<file path="src/rtl/uart_tx_fifo_if.sv">
// Handshake bundle between the APB register block, the TX FIFO and the UART transmitter core.
// Optional overflow flag signals are present when UART_TX_FIFO_OVF_FLAG_EN is defined.
interface uart_tx_fifo_if #(
  parameter int ADDR_W = 4
);
  logic              wr_en;
  logic [7:0]        wr_data;
  logic              full;
  logic              empty;
  logic [ADDR_W:0]   count;
  logic              tx_busy;
  logic              tx_start;
  logic [7:0]        tx_data;
`ifdef UART_TX_FIFO_OVF_FLAG_EN
  logic              ovf_clr;
  logic              ovf;

  modport master (
    output wr_en, wr_data, tx_busy, ovf_clr,
    input  full, empty, count, tx_start, tx_data, ovf
  );

  modport slave (
    input  wr_en, wr_data, tx_busy, ovf_clr,
    output full, empty, count, tx_start, tx_data, ovf
  );
`else
  modport master (
    output wr_en, wr_data, tx_busy,
    input  full, empty, count, tx_start, tx_data
  );

  modport slave (
    input  wr_en, wr_data, tx_busy,
    output full, empty, count, tx_start, tx_data
  );
`endif
endinterface

</file>
<file path="src/rtl/uart_tx_fifo.sv">
// Circular byte FIFO feeding the UART transmitter with a one-cycle launch pulse per byte.
// Optional sticky overflow flag: define UART_TX_FIFO_OVF_FLAG_EN.
module uart_tx_fifo #(
  parameter int DEPTH  = 16,
  parameter int ADDR_W = 4
) (
  input logic           clk,
  input logic           rst,
  uart_tx_fifo_if.slave bus
);

  localparam logic [ADDR_W:0] FULL_LVL = (ADDR_W+1)'(DEPTH);

  typedef enum logic [1:0] {
    IDLE,
    LAUNCH,
    WAIT_BUSY,
    WAIT_DONE
  } state_t;

  generate
    if ((DEPTH < 2) || ((1 << ADDR_W) != DEPTH)) begin : g_bad_cfg
      $error("uart_tx_fifo: DEPTH must be a power of two >= 2 and equal 2**ADDR_W");
    end
  endgenerate

  state_t            state;
  state_t            state_nxt;
  logic [7:0]        mem [DEPTH];
  logic [ADDR_W-1:0] wr_ptr;
  logic [ADDR_W-1:0] rd_ptr;
  logic [ADDR_W:0]   count_q;
  logic              full_w;
  logic              empty_w;
  logic              push;
  logic              pop;
  logic              tx_start_nxt;
  logic              tx_start_q;
  logic [7:0]        tx_data_q;

  // Status comes from the registered count, so a same-cycle pop never frees a slot for a write.
  assign full_w  = (count_q == FULL_LVL);
  assign empty_w = (count_q == '0);
  assign push    = bus.wr_en && !full_w;

  assign bus.full     = full_w;
  assign bus.empty    = empty_w;
  assign bus.count    = count_q;
  assign bus.tx_start = tx_start_q;
  assign bus.tx_data  = tx_data_q;

  always_ff @(posedge clk or posedge rst) begin
    if (rst) begin
      state <= IDLE;
    end else begin
      state <= state_nxt;
    end
  end

  always_comb begin
    state_nxt = state;
    unique case (state)
      IDLE:      if (!empty_w && !bus.tx_busy) state_nxt = LAUNCH;
      LAUNCH:    state_nxt = WAIT_BUSY;
      WAIT_BUSY: if (bus.tx_busy) state_nxt = WAIT_DONE;
      WAIT_DONE: if (!bus.tx_busy) state_nxt = IDLE;
      default:   state_nxt = IDLE;
    endcase
  end

  // The pop edge loads tx_data and raises tx_start together, so both are valid in LAUNCH.
  always_comb begin
    pop          = 1'b0;
    tx_start_nxt = 1'b0;
    if ((state == IDLE) && !empty_w && !bus.tx_busy) begin
      pop          = 1'b1;
      tx_start_nxt = 1'b1;
    end
  end

  always_ff @(posedge clk) begin
    if (push) begin
      mem[wr_ptr] <= bus.wr_data;
    end
  end

  always_ff @(posedge clk or posedge rst) begin
    if (rst) begin
      wr_ptr     <= '0;
      rd_ptr     <= '0;
      count_q    <= '0;
      tx_start_q <= 1'b0;
      tx_data_q  <= '0;
    end else begin
      tx_start_q <= tx_start_nxt;
      if (push) begin
        wr_ptr <= wr_ptr + ADDR_W'(1);
      end
      if (pop) begin
        rd_ptr    <= rd_ptr + ADDR_W'(1);
        tx_data_q <= mem[rd_ptr];
      end
      unique case ({push, pop})
        2'b10:   count_q <= count_q + (ADDR_W+1)'(1);
        2'b01:   count_q <= count_q - (ADDR_W+1)'(1);
        default: count_q <= count_q;
      endcase
    end
  end

`ifdef UART_TX_FIFO_OVF_FLAG_EN
  logic ovf_q;

  assign bus.ovf = ovf_q;

  // Set has priority over a coincident clear so no overflow event is lost.
  always_ff @(posedge clk or posedge rst) begin
    if (rst) begin
      ovf_q <= 1'b0;
    end else if (bus.wr_en && full_w) begin
      ovf_q <= 1'b1;
    end else if (bus.ovf_clr) begin
      ovf_q <= 1'b0;
    end
  end
`endif

endmodule
</file>
<file path="src/flat_wrapper.sv">
// flat-port wrapper written by rule: the top's interface ports become plain ports
module uart_tx_fifo_flat 
#(
  parameter int DEPTH  = 16,
  parameter int ADDR_W = 4
)
  (clk, rst, bus_wr_en, bus_wr_data, bus_tx_busy, bus_full, bus_empty, bus_count, bus_tx_start, bus_tx_data);
  uart_tx_fifo_if #(.ADDR_W(ADDR_W)) bus_i ();
  input logic clk;
  input logic rst;
  input wire logic [$bits(bus_i.wr_en)-1:0] bus_wr_en;
  input wire logic [$bits(bus_i.wr_data)-1:0] bus_wr_data;
  input wire logic [$bits(bus_i.tx_busy)-1:0] bus_tx_busy;
  output wire logic [$bits(bus_i.full)-1:0] bus_full;
  output wire logic [$bits(bus_i.empty)-1:0] bus_empty;
  output wire logic [$bits(bus_i.count)-1:0] bus_count;
  output wire logic [$bits(bus_i.tx_start)-1:0] bus_tx_start;
  output wire logic [$bits(bus_i.tx_data)-1:0] bus_tx_data;
  assign bus_i.wr_en = bus_wr_en;
  assign bus_i.wr_data = bus_wr_data;
  assign bus_i.tx_busy = bus_tx_busy;
  assign bus_full = bus_i.full;
  assign bus_empty = bus_i.empty;
  assign bus_count = bus_i.count;
  assign bus_tx_start = bus_i.tx_start;
  assign bus_tx_data = bus_i.tx_data;
  uart_tx_fifo #(.DEPTH(DEPTH), .ADDR_W(ADDR_W)) u_core (.clk(clk), .rst(rst), .bus(bus_i));
endmodule
</file>
<file path="config.mk">
export PLATFORM = sky130hd
export DESIGN_NAME = uart_tx_fifo_flat
export DESIGN_NICKNAME = d
export VERILOG_FILES = /design/src/rtl/uart_tx_fifo_if.sv /design/src/rtl/uart_tx_fifo.sv /design/src/flat_wrapper.sv
export SDC_FILE = /design/constraint.sdc
export NUM_CORES = 1
export LEC_CHECK = 0
export CAP_MARGIN = 20
export CORE_MARGIN = 10
export CORE_UTILIZATION = 64
export DETAILED_ROUTE_END_ITERATION = 7
export PLACE_DENSITY = 0.95
export SKIP_CTS_REPAIR_TIMING = 1
export SYNTH_ARGS = -nofsm -noshare
export SYNTH_HDL_FRONTEND = slang
export SYNTH_SLANG_ARGS = --single-unit
</file>
<file path="constraint.sdc">
create_clock -name clk -period 8.1 [get_ports clk]
set_input_delay 1.215 -clock clk [delete_from_list [all_inputs] [get_ports clk]]
set_output_delay 1.215 -clock clk [all_outputs]
set_load 0.01 [all_outputs]
</file>
Word-level counts from Yosys, hierarchy flattened --
Memories as Yosys holds them, arrays and structs flattened. A register that Yosys moved wholly into a read port is not among the register bits. Cells that the tools add are included.
Operators by class: multiply operators 0, bitwise gates (word level) 0, add/sub/neg operators 4, shift-type cells 0, order comparisons 0, div/mod/pow operators 0, reduce and logical (&&, ||, !) cells 11, muxes and demuxes 8, equality and inequality tests 9
Operators with widths (number):
- 5-bit one-hot mux with 2 select lines | 1
- 4-bit by 1-bit adder with 4-bit output, second input constant | 2
- 2-bit one-hot mux with 4 select lines | 1
- 2-bit equality test, second input constant | 3
- 2-bit 2-to-1 mux | 3
- 5-bit by 1-bit adder with 5-bit output, second input constant | 1
- 5-bit equality test, second input constant | 1
- 5-bit zero test | 1
- 5-bit by 1-bit subtractor with 5-bit output, second input constant | 1
- 2-bit by 1-bit equality test with 1-bit output, second input constant | 2
- 1-bit logical AND | 4
- 2-bit != test, second input constant | 2
- 1-bit zero test | 3
- 1-bit 2-to-1 mux | 3
- 3-bit AND reduction | 1
- 2-bit zero test | 1
- 2-bit by 1-bit != test with 1-bit output, second input constant | 1
- 2-bit nonzero test | 1
Storage, ports and cells: input bits 12, bits in writable memories 128, bits in latches 0, register bits after elaboration 16, ROM bits 0, memories kept 1, logic and storage cells 38, output and inout port bits 16
Memories:
- u_core.mem | depth 16, width 8, rd ports 1, clocked after memory_dff 1, wr ports 1, RTL line uart_tx_fifo.sv:29 | logic [7:0] mem [DEPTH];

Depth between registers and ports, before layout --
Gate-level depths: netlist (run 1).
depth in word-level cells 7, depth in mapped cells 13, gate-level depth less buffers 12

Worst setup path before layout (run 1) --
No wires, ideal clock.
kind input port to flip-flop, from input bus_wr_en, to register u_core.count_q[4] (netlist: u_core.bus.count[4]), arrival 2.821 ns, stages on the path 10, path slack 5.156 ns, required time 7.977 ns, path buffers 1, cells stage by stage a21boi_2 inv_1 ha_1 clkbuf_1 xor2_1 ha_1 and3b_1 o21ai_0 a31oi_1 xnor2_1
Between the ends: longest elaborated chain between the ends 3, elaborated cells on any way between the ends 5, those cells by class eq/ne: 2; mux: 1; reduce/logical: 2
Ends and longest elaborated chain:
- start: declaration | RTL line flat_wrapper.sv:11 | input wire logic [$bits(bus_i.wr_en)-1:0] bus_wr_en;
- 1-bit logical AND * | RTL line uart_tx_fifo.sv:44 | assign push = bus.wr_en && !full_w;
- 2-bit by 1-bit equality test with 1-bit output or 2-bit equality test (tied branches) | RTL line uart_tx_fifo.sv:103 | unique case ({push, pop})
- 5-bit one-hot mux with 2 select lines or 2-bit nonzero test (tied branches)
- end signal: assignment | RTL line uart_tx_fifo.sv:104 | 2'b10: count_q <= count_q + (ADDR_W+1)'(1);
- end signal: assignment | RTL line uart_tx_fifo.sv:105 | 2'b01: count_q <= count_q - (ADDR_W+1)'(1);
- end signal: assignment | RTL line uart_tx_fifo.sv:106 | default: count_q <= count_q;
- end: declaration | RTL line uart_tx_fifo.sv:32 | logic [ADDR_W:0] count_q;
Every way passes the cells marked *; elsewhere a longest branch is shown, timed or not. A chain may end at the register's enable or synchronous reset.

Final worst setup path (run 1) --
from register u_core.count_q[1] (netlist: u_core.bus.count[1]), to output bus_empty
Between the ends: longest elaborated chain between the ends 1
Ends and longest elaborated chain:
- 5-bit zero test | RTL line uart_tx_fifo.sv:43 | assign empty_w = (count_q == '0);
- end: declaration | RTL line flat_wrapper.sv:15 | output wire logic [$bits(bus_i.empty)-1:0] bus_empty;
Every way passes these cells.

==> impl_summary.md, run 1 <==
STA
Headroom to the max-slew limit came out at between 30% and 40%. The slew of the pin with the lowest slew margin is 0.999 ns. The final setup violation count is 0. The time the final worst path needs with I/O delays and setup is between 3 and 4 ns. The worst path uses a little over two fifths of the clock period. Static timing analysis puts the maximum clock frequency at roughly 0.28 GHz. Setup repair after global routing left no endpoint under its margin.

The largest clock skew in the final design is 0.0117 ns. In the final timing run, aggregate negative setup slack is 0 ns. The minimum hold slack is 0.515 ns.

The final count of hold timing violations is 0. The number of max-slew violations in the final report is 0.

Final layout
The relative area change from synthesis to final layout is 16.4%. 0 antenna diodes ended up in the layout. The final standard cell utilization of the core is between 70% and 80%. The net count of the finished layout is slightly below 400. Of the cells placed in the final design, the portion with a size suffix greater than 1 is between 20% and 30%. The fill cell total of the finished layout is roughly 460.

GRT
In the global route stage, overall resource usage came out at about a fifth. The number of antenna violations at the first check in global routing is 0. The via count of the first global-routing pass is between 3000 and 4000. The pin count of the biggest net entering global routing is 36. The wire length of the first global-routing pass is between 20000 and 25000 um.

For this run the aggregate overflow at the end of global routing stands at 0.

Critical path
Data on the critical path arrives at its endpoint at between 2 and 2.5 ns. The worst-case register-to-register setup slack is between 4 and 5 ns. STA classifies the critical path startpoint as a flop. The startpoint identified for the worst register-to-register timing path is u_core.bus.count[1]. Data on the critical path is required at its endpoint by between 6 and 7 ns. The worst setup path is captured at an output pin. The setup path with the least slack is of type reg -> out. The critical path launch point is u_core.bus.count[1]. The maximum fanout along the worst path is 9.

Min path
The tightest min-delay check is of the reg -> reg type. The startpoint of the worst hold path is u_core.bus.tx_data[7].

Drt
The total vias in the final route is 3298. The number of search-and-repair iterations in the first detailed-routing pass is 5. The routed length per placed instance is between 20 and 30 um. For this block, the routed nets add up to between 10000 and 15000 um of wire. The remaining antenna violation count is 0. In the routed design, unresolved DRC markers number 0. The detailed router finished its first iteration with between 400 and 500 violations. The vias per cell is ~6.5.

Yosys
The synthesized design contains roughly 150 register bits. The netlist area before placement is 6210 sq um. The largest total area in the synthesized netlist belongs to sky130_fd_sc_hd__edfxtp_1.

The leading register cell type out of synthesis is sky130_fd_sc_hd__edfxtp_1. Synthesis produced a netlist with a net count of 352. The count of different cell masters after synthesis is 41. Sequential cells were found to cover between 70% and 80% of the synthesized design area.

In the post-synthesis netlist, the cell with the most instances is sky130_fd_sc_hd__edfxtp_1. Counting flops with a built-in enable in the synthesized netlist gives ~130. Counting flops with an async set or reset pin after synthesis yields a share of between 10% and 20%. A synthesized cell averages roughly 19 sq um. Yosys printed 0 warnings.

Sorting the synthesized cells by how often they occur yields 128 x sky130_fd_sc_hd__edfxtp_1, 32 x sky130_fd_sc_hd__mux4_2, 24 x sky130_fd_sc_hd__dfrtp_1. Of the post-synthesis cell area, the dominant cell type holds a little over 60%. Yosys attributes the largest share of cell area to sky130_fd_sc_hd__edfxtp_1 62%, sky130_fd_sc_hd__mux4_2 12%, sky130_fd_sc_hd__dfrtp_1 9.7%.

Synthesis handed over a netlist of about 330 instances.

Die
28 I/O pins were placed. The die is around 120 um wide. The floorplan step set the die height to between 100 and 150 um. The placement row count is 35. The overall die area is approximately 14000 sq um. The initial utilization of the core area, before any placement, comes to approximately two thirds. In this run the standard cell core region covers around 9300 sq um.

Clock network
The clock drives about 150 sinks. The number of CTS-inserted buffers is 17. The tree is rooted in a sky130_fd_sc_hd__clkbuf_8. The largest buffer count on any clock path is 2. The later pin in the worst-skew pair is clocked with a latency of 0.54 ns. The H-tree was split into 4 levels. TritonCTS built the clock tree. The clock-pin transition on the worst setup and hold timing paths is around 0.070 ns.

Placed design
The wire-length estimate of the detail-placed layout is 7850 um. The weighted congestion at the end of routability-driven global placement is 0.837. The count of buffers from port buffering is 27.

Outcome
The run finished with clean final reports.

Pwr
Power spread over the standard cell area amounts to between 300 and 400 nW/um^2. Summed over all cells, the static leakage comes to around 2.5 nW. Across the VDD grid, the largest voltage drop is around 0.00023 V.

Flow run
Max-cap violations in this run came to 0.
## final cells by class
class	count	area (sq um)	share of cell area, %
clock buffer	17	414	5.73
timing repair buffer	35	363	5.02
tap	129	161	2.23
inverter	8	30.0	0.415
multi-input combinational	151	1650	22.8
clock inverter	15	165	2.28
sequential	152	4450	61.5
## registers in the layout, summed over array words and instances (netlist names)
register             flops
u_core.mem             128
u_core.bus.tx_data       8
u_core.bus.count         5
u_core.rd_ptr            4
u_core.wr_ptr            4
u_core.state             2
u_core.bus.tx_start      1
## critical path: stages, from the launching register on
cell and delay (ns):
sky130_fd_sc_hd__dfrtp_1 0.48, sky130_fd_sc_hd__or4_4 0.58, sky130_fd_sc_hd__nor2_2 0.13, sky130_fd_sc_hd__clkdlybuf4s50_1 0.57
## report_power, final
group	switching, mW	total [mW]	internal [mW]
Sequential	0.0980	1.07	0.975
Combinational	0.398	0.754	0.356
Clock	0.338	0.784	0.446
Total	0.835	2.61	1.78
## path summary, 6_finish.rpt
check / to / cells past startpoint
max in group asynchronous: u_core.rd_ptr[1] / 3
max reg2reg: u_core.bus.count[4] / 10
max: bus_empty / 3
min: u_core.bus.tx_data[7] / 2
min reg2reg: u_core.bus.tx_data[7] / 2
min in group asynchronous: u_core.bus.count[1] / 2
## per-layer routing
layer  vias up  global-route usage (%)  share of wire (%)
met4         0                    9.16                3.1
met3        31                    5.47                7.1
met2       178                    33.4                 53
met5         -                       0                  0
li1       1373                       -                  -
met1      1716                    23.1                 37
## cells by family (layout without fill, tap and decap cells)
family          Yosys count  count (layout)  share of synthesized area, %
fa+ha+maj                12              12                          2.42
compound gates           21              21                          3.36
mux                      52              52                          14.9
xor+xnor                 11              11                          1.55
flops                   152             152                          71.6
simple gates             55              55                          4.27
buf+inv                  25              75                          1.89
## through the flow
stage / cell area [sq um] / worst slack [ns] / cells / total power, mW
after floorplan: 6210 / 5.16 / 328 / 1.57
after global placement: 6570 / 4.59 / 469 / 1.75
after detailed placement: 6570 / 4.45 / 469 / 1.80
after CTS: 7150 / 4.55 / 501 / 2.60
after global routing: 7230 / 4.51 / 507 / 2.72
final: 7230 / 4.59 / 507 / 2.61
## layout by cell type, fill, tap and decap left out, types with 3 or more instances in the layout
master	n
sky130_fd_sc_hd__edfxtp_1	128
sky130_fd_sc_hd__xnor2_1	7
sky130_fd_sc_hd__clkbuf_16	16
sky130_fd_sc_hd__clkdlybuf4s50_1	27
sky130_fd_sc_hd__dfrtp_1	23
sky130_fd_sc_hd__o221ai_2	8
sky130_fd_sc_hd__mux4_2	32
sky130_fd_sc_hd__nor2_1	15
sky130_fd_sc_hd__clkinv_2	3
sky130_fd_sc_hd__ha_1	12
sky130_fd_sc_hd__o21ai_0	3
sky130_fd_sc_hd__xor2_1	4
sky130_fd_sc_hd__nor2b_1	3
sky130_fd_sc_hd__mux2i_1	17
sky130_fd_sc_hd__inv_6	4
sky130_fd_sc_hd__nand2_1	20
sky130_fd_sc_hd__nor3_1	4
sky130_fd_sc_hd__inv_1	7
Power figures use the tool's default switching activity.
==> run 2, diff against run 1 <==
--- a/config.mk
+++ b/config.mk
@@ -7,9 +7,9 @@
 export LEC_CHECK = 0
 export CAP_MARGIN = 20
 export CORE_MARGIN = 10
-export CORE_UTILIZATION = 64
+export CORE_UTILIZATION = 60
 export DETAILED_ROUTE_END_ITERATION = 7
-export PLACE_DENSITY = 0.95
+export PLACE_DENSITY = 0.9
 export SKIP_CTS_REPAIR_TIMING = 1
 export SYNTH_ARGS = -nofsm -noshare
 export SYNTH_HDL_FRONTEND = slang
==> constraint.sdc (replaced) <==
create_clock -name clk -period 3.3 [get_ports clk]
set_input_delay 0.495 -clock clk [delete_from_list [all_inputs] [get_ports clk]]
set_output_delay 0.495 -clock clk [all_outputs]
set_load 0.01 [all_outputs]
==> impl_summary.md, run 2 (same netlist as run 1, synthesis figures left out) <==
Drt
The total wirelength of the detailed-routed design was 13600 um (+0.58%). The vias per cell is 6.50 (about the same). The remaining antenna violation count is 0 (unchanged). The routed length per placed instance is 25.9 um (-2.9%). The total vias in the final route is 3415 (+3.5%). The highest routed metal layer is met4. The number of design rule violations left after detail routing is 0 (unchanged). The number of search-and-repair iterations in the first detailed-routing pass is 5 (unchanged).

The count of routing violations after the opening detailed-route iteration is 340 (-26%). The met1 routed wirelength after detailed routing was 4860 um (-1.8%). The length of routed met3 wiring is 1280 um (+33%).

The wire length on met2 is 6940 um (-3.4%).

Die
The die outline width came to 122 um (+2.7%). The initial standard-cell utilization of the core is 61.0% (-5.6 points). The overall die area was 14800 sq um (+5.5%). The core region area came to 10200 sq um (+9.2%). The number of ports placed on the die boundary is 28 (unchanged). The die span in y is 122 um (+2.7%).

The placement row count is 37 (+5.7%).

Final layout
The relative area change from synthesis to final layout is 18.3%. The net count of the finished layout is 400 (+2.8%). The flip-flop count of the largest register after layout is 128 (unchanged). More flip-flops sit in one register than any other, and that register is u_core.mem. The final cell area excluding filler cells is 7340 sq um (+1.6%). The most common library cell in the layout ignoring fill and taps is sky130_fd_sc_hd__edfxtp_1.

The top cell types in the final layout, fill and taps aside, are 128 x sky130_fd_sc_hd__edfxtp_1, 32 x sky130_fd_sc_hd__mux4_2, 27 x sky130_fd_sc_hd__clkdlybuf4s50_1. The total inserted antenna cells was 0 (unchanged). The layout cell share with drive strength beyond 1 is 26.5% (+2.1 points).

Critical path
The required arrival time at the worst endpoint came to 3.73 ns (-3.15 ns). The type of the setup path with the least slack is reg -> reg. The worst-case register-to-register setup slack came to 0.36 ns (-4.48 ns). The maximum fanout along the worst path is 11 (+2). The worst flop-to-flop path startpoint is u_core.bus.count[1].

The worst setup path is launched from a flop. The depth of the most critical reg-to-reg path was 10 (unchanged). The data arrival time of the worst path is 3.37 ns (+1.07 ns).

The kind of end point of the critical path is a flop. The endpoint identified for the worst register-to-register timing path is u_core.bus.count[4].

STA
The number of max-slew violations in the final report is 0 (unchanged). The largest clock skew in the final design is 0.00686 ns (-0.00486 ns). The remaining max-slew budget at the tightest pin is 25.1% (-8.1 points). The time the final worst path needs with I/O delays and setup is around 2.9 ns. The final count of hold timing violations is 0 (unchanged).

The minimum hold slack is 0.346 ns (-0.169 ns). The setup TNS is 0 ns (unchanged). For this run, the top clock speed supported by timing is about 0.34 GHz. The slew of the pin with the lowest slew margin was 1.12 ns (+0.125 ns). The final setup violation count is 0 (unchanged).

Setup repair after global routing left no endpoint under its margin. The share of the clock period used by the worst path after layout is between 80% and 90%.

Placed design
The count of buffers from port buffering is 27 (unchanged). The HPWL after detailed placement was 8190 um (+4.3%). The placed cell area is 6720 sq um (+2.3%). The weighted congestion at the end of routability-driven global placement is 0.806 (-3.7%).

GRT
The via count of the first global-routing pass is 3401 (-0.26%). The pin count of the biggest net entering global routing is 34 (-5.6%). The number of antenna violations at the first check in global routing was 0 (unchanged). The combined global-route utilization of all metal layers is 19.5% (-0.30 points). The total congestion overflow was 0 (unchanged). The wire length of the first global-routing pass is 21000 um (+1.1%).

Clock network
The clock root buffer master is sky130_fd_sc_hd__clkbuf_8. The total number of H-tree levels is 4 (unchanged). The TritonCTS clock tree is built. The largest buffer count on any clock path came to 2 (unchanged). The number of clock sinks seen by CTS is 152 (unchanged). The clock-pin transition on the worst setup and hold timing paths came to 0.07 ns (about the same). The number of CTS-inserted buffers is 17 (unchanged). The insertion delay to the later sink of the worst-skew pair came to 0.54 ns (about the same).

Min path
The worst hold path belongs to the class in -> async.

Pwr
The power density over cell area is 886 nW/um^2 (+150%). The worst ir drop on vdd came to 0.000498 V (+110%). The leakage power summed over all cells is 2.56 nW (+2.8%).

Outcome
The run finished with clean final reports.

Flow run
The max-cap violation count is 0 (unchanged).
[run 2: changes by cell type in the layout (fill, tap and decap cells not counted), moves of 2 or more]
cell	delta
sky130_fd_sc_hd__buf_16	-2
sky130_fd_sc_hd__buf_4	+16
sky130_fd_sc_hd__clkbuf_2	-2
sky130_fd_sc_hd__clkinv_2	-3
sky130_fd_sc_hd__clkinv_8	+2
sky130_fd_sc_hd__inv_8	+4
[run 2: how the worst max path moves through the flow]
stage	startpoint	to	slack, ns	depth (start not counted)
after floorplan	u_core.bus.count[1]	u_core.bus.count[4]	0.64	12
after global placement	u_core.bus.count[0]	u_core.bus.count[4]	0.32	10
after detailed placement	u_core.bus.count[0]	u_core.bus.count[4]	0.24	10
after CTS	u_core.bus.count[1]	u_core.bus.count[4]	0.22	10
after global routing	u_core.bus.count[1]	u_core.bus.count[4]	0.17	10
final	u_core.bus.count[1]	u_core.bus.count[4]	0.36	10
[run 2: layer usage]
metal | GRT usage, % | vias up
li1 | - | 1389
met1 | 23.6 | 1762
met2 | 31.6 | 223
met3 | 4.35 | 41
met4 | 11.4 | 0
met5 | 0 | -
[run 2: worst max-delay path, stage by stage, from the launching register on]
cell and delay (ns):
sky130_fd_sc_hd__dfrtp_1 0.48, sky130_fd_sc_hd__or4_4 0.59, sky130_fd_sc_hd__o21ai_4 0.33, sky130_fd_sc_hd__inv_2 0.15, sky130_fd_sc_hd__ha_1 0.34, sky130_fd_sc_hd__xor2_1 0.19
sky130_fd_sc_hd__ha_1 0.22, sky130_fd_sc_hd__and3b_1 0.16, sky130_fd_sc_hd__o21ai_0 0.13, sky130_fd_sc_hd__a31oi_1 0.11, sky130_fd_sc_hd__xnor2_1 0.13
[run 2: where the power goes]
group,leakage (nW),internal [mW],switching [mW]
registers,1.45,2.39,0.333
clock network,0.301,1.13,0.886
logic,0.814,0.890,0.880
total,2.56,4.41,2.10
[run 2: final cells by class]
type	count	area, sq um
inverters	8	30.0
clock buffers	17	414
flip-flops and latches	152	4450
clock inverters	15	203
well taps	136	170
fillers	595	2840
multi-input cells	151	1660
repair buffers	46	425
[run 2: stage by stage]
stage,worst slack [ns],power (mW),instances,utilization [%]
after floorplan,0.639,3.86,328,-
after CTS,0.218,6.52,525,72.0
after global routing,0.168,6.75,525,72.1
final,0.359,6.50,525,72.1
after global placement,0.315,4.36,493,66.0
after detailed placement,0.242,4.48,493,66.0
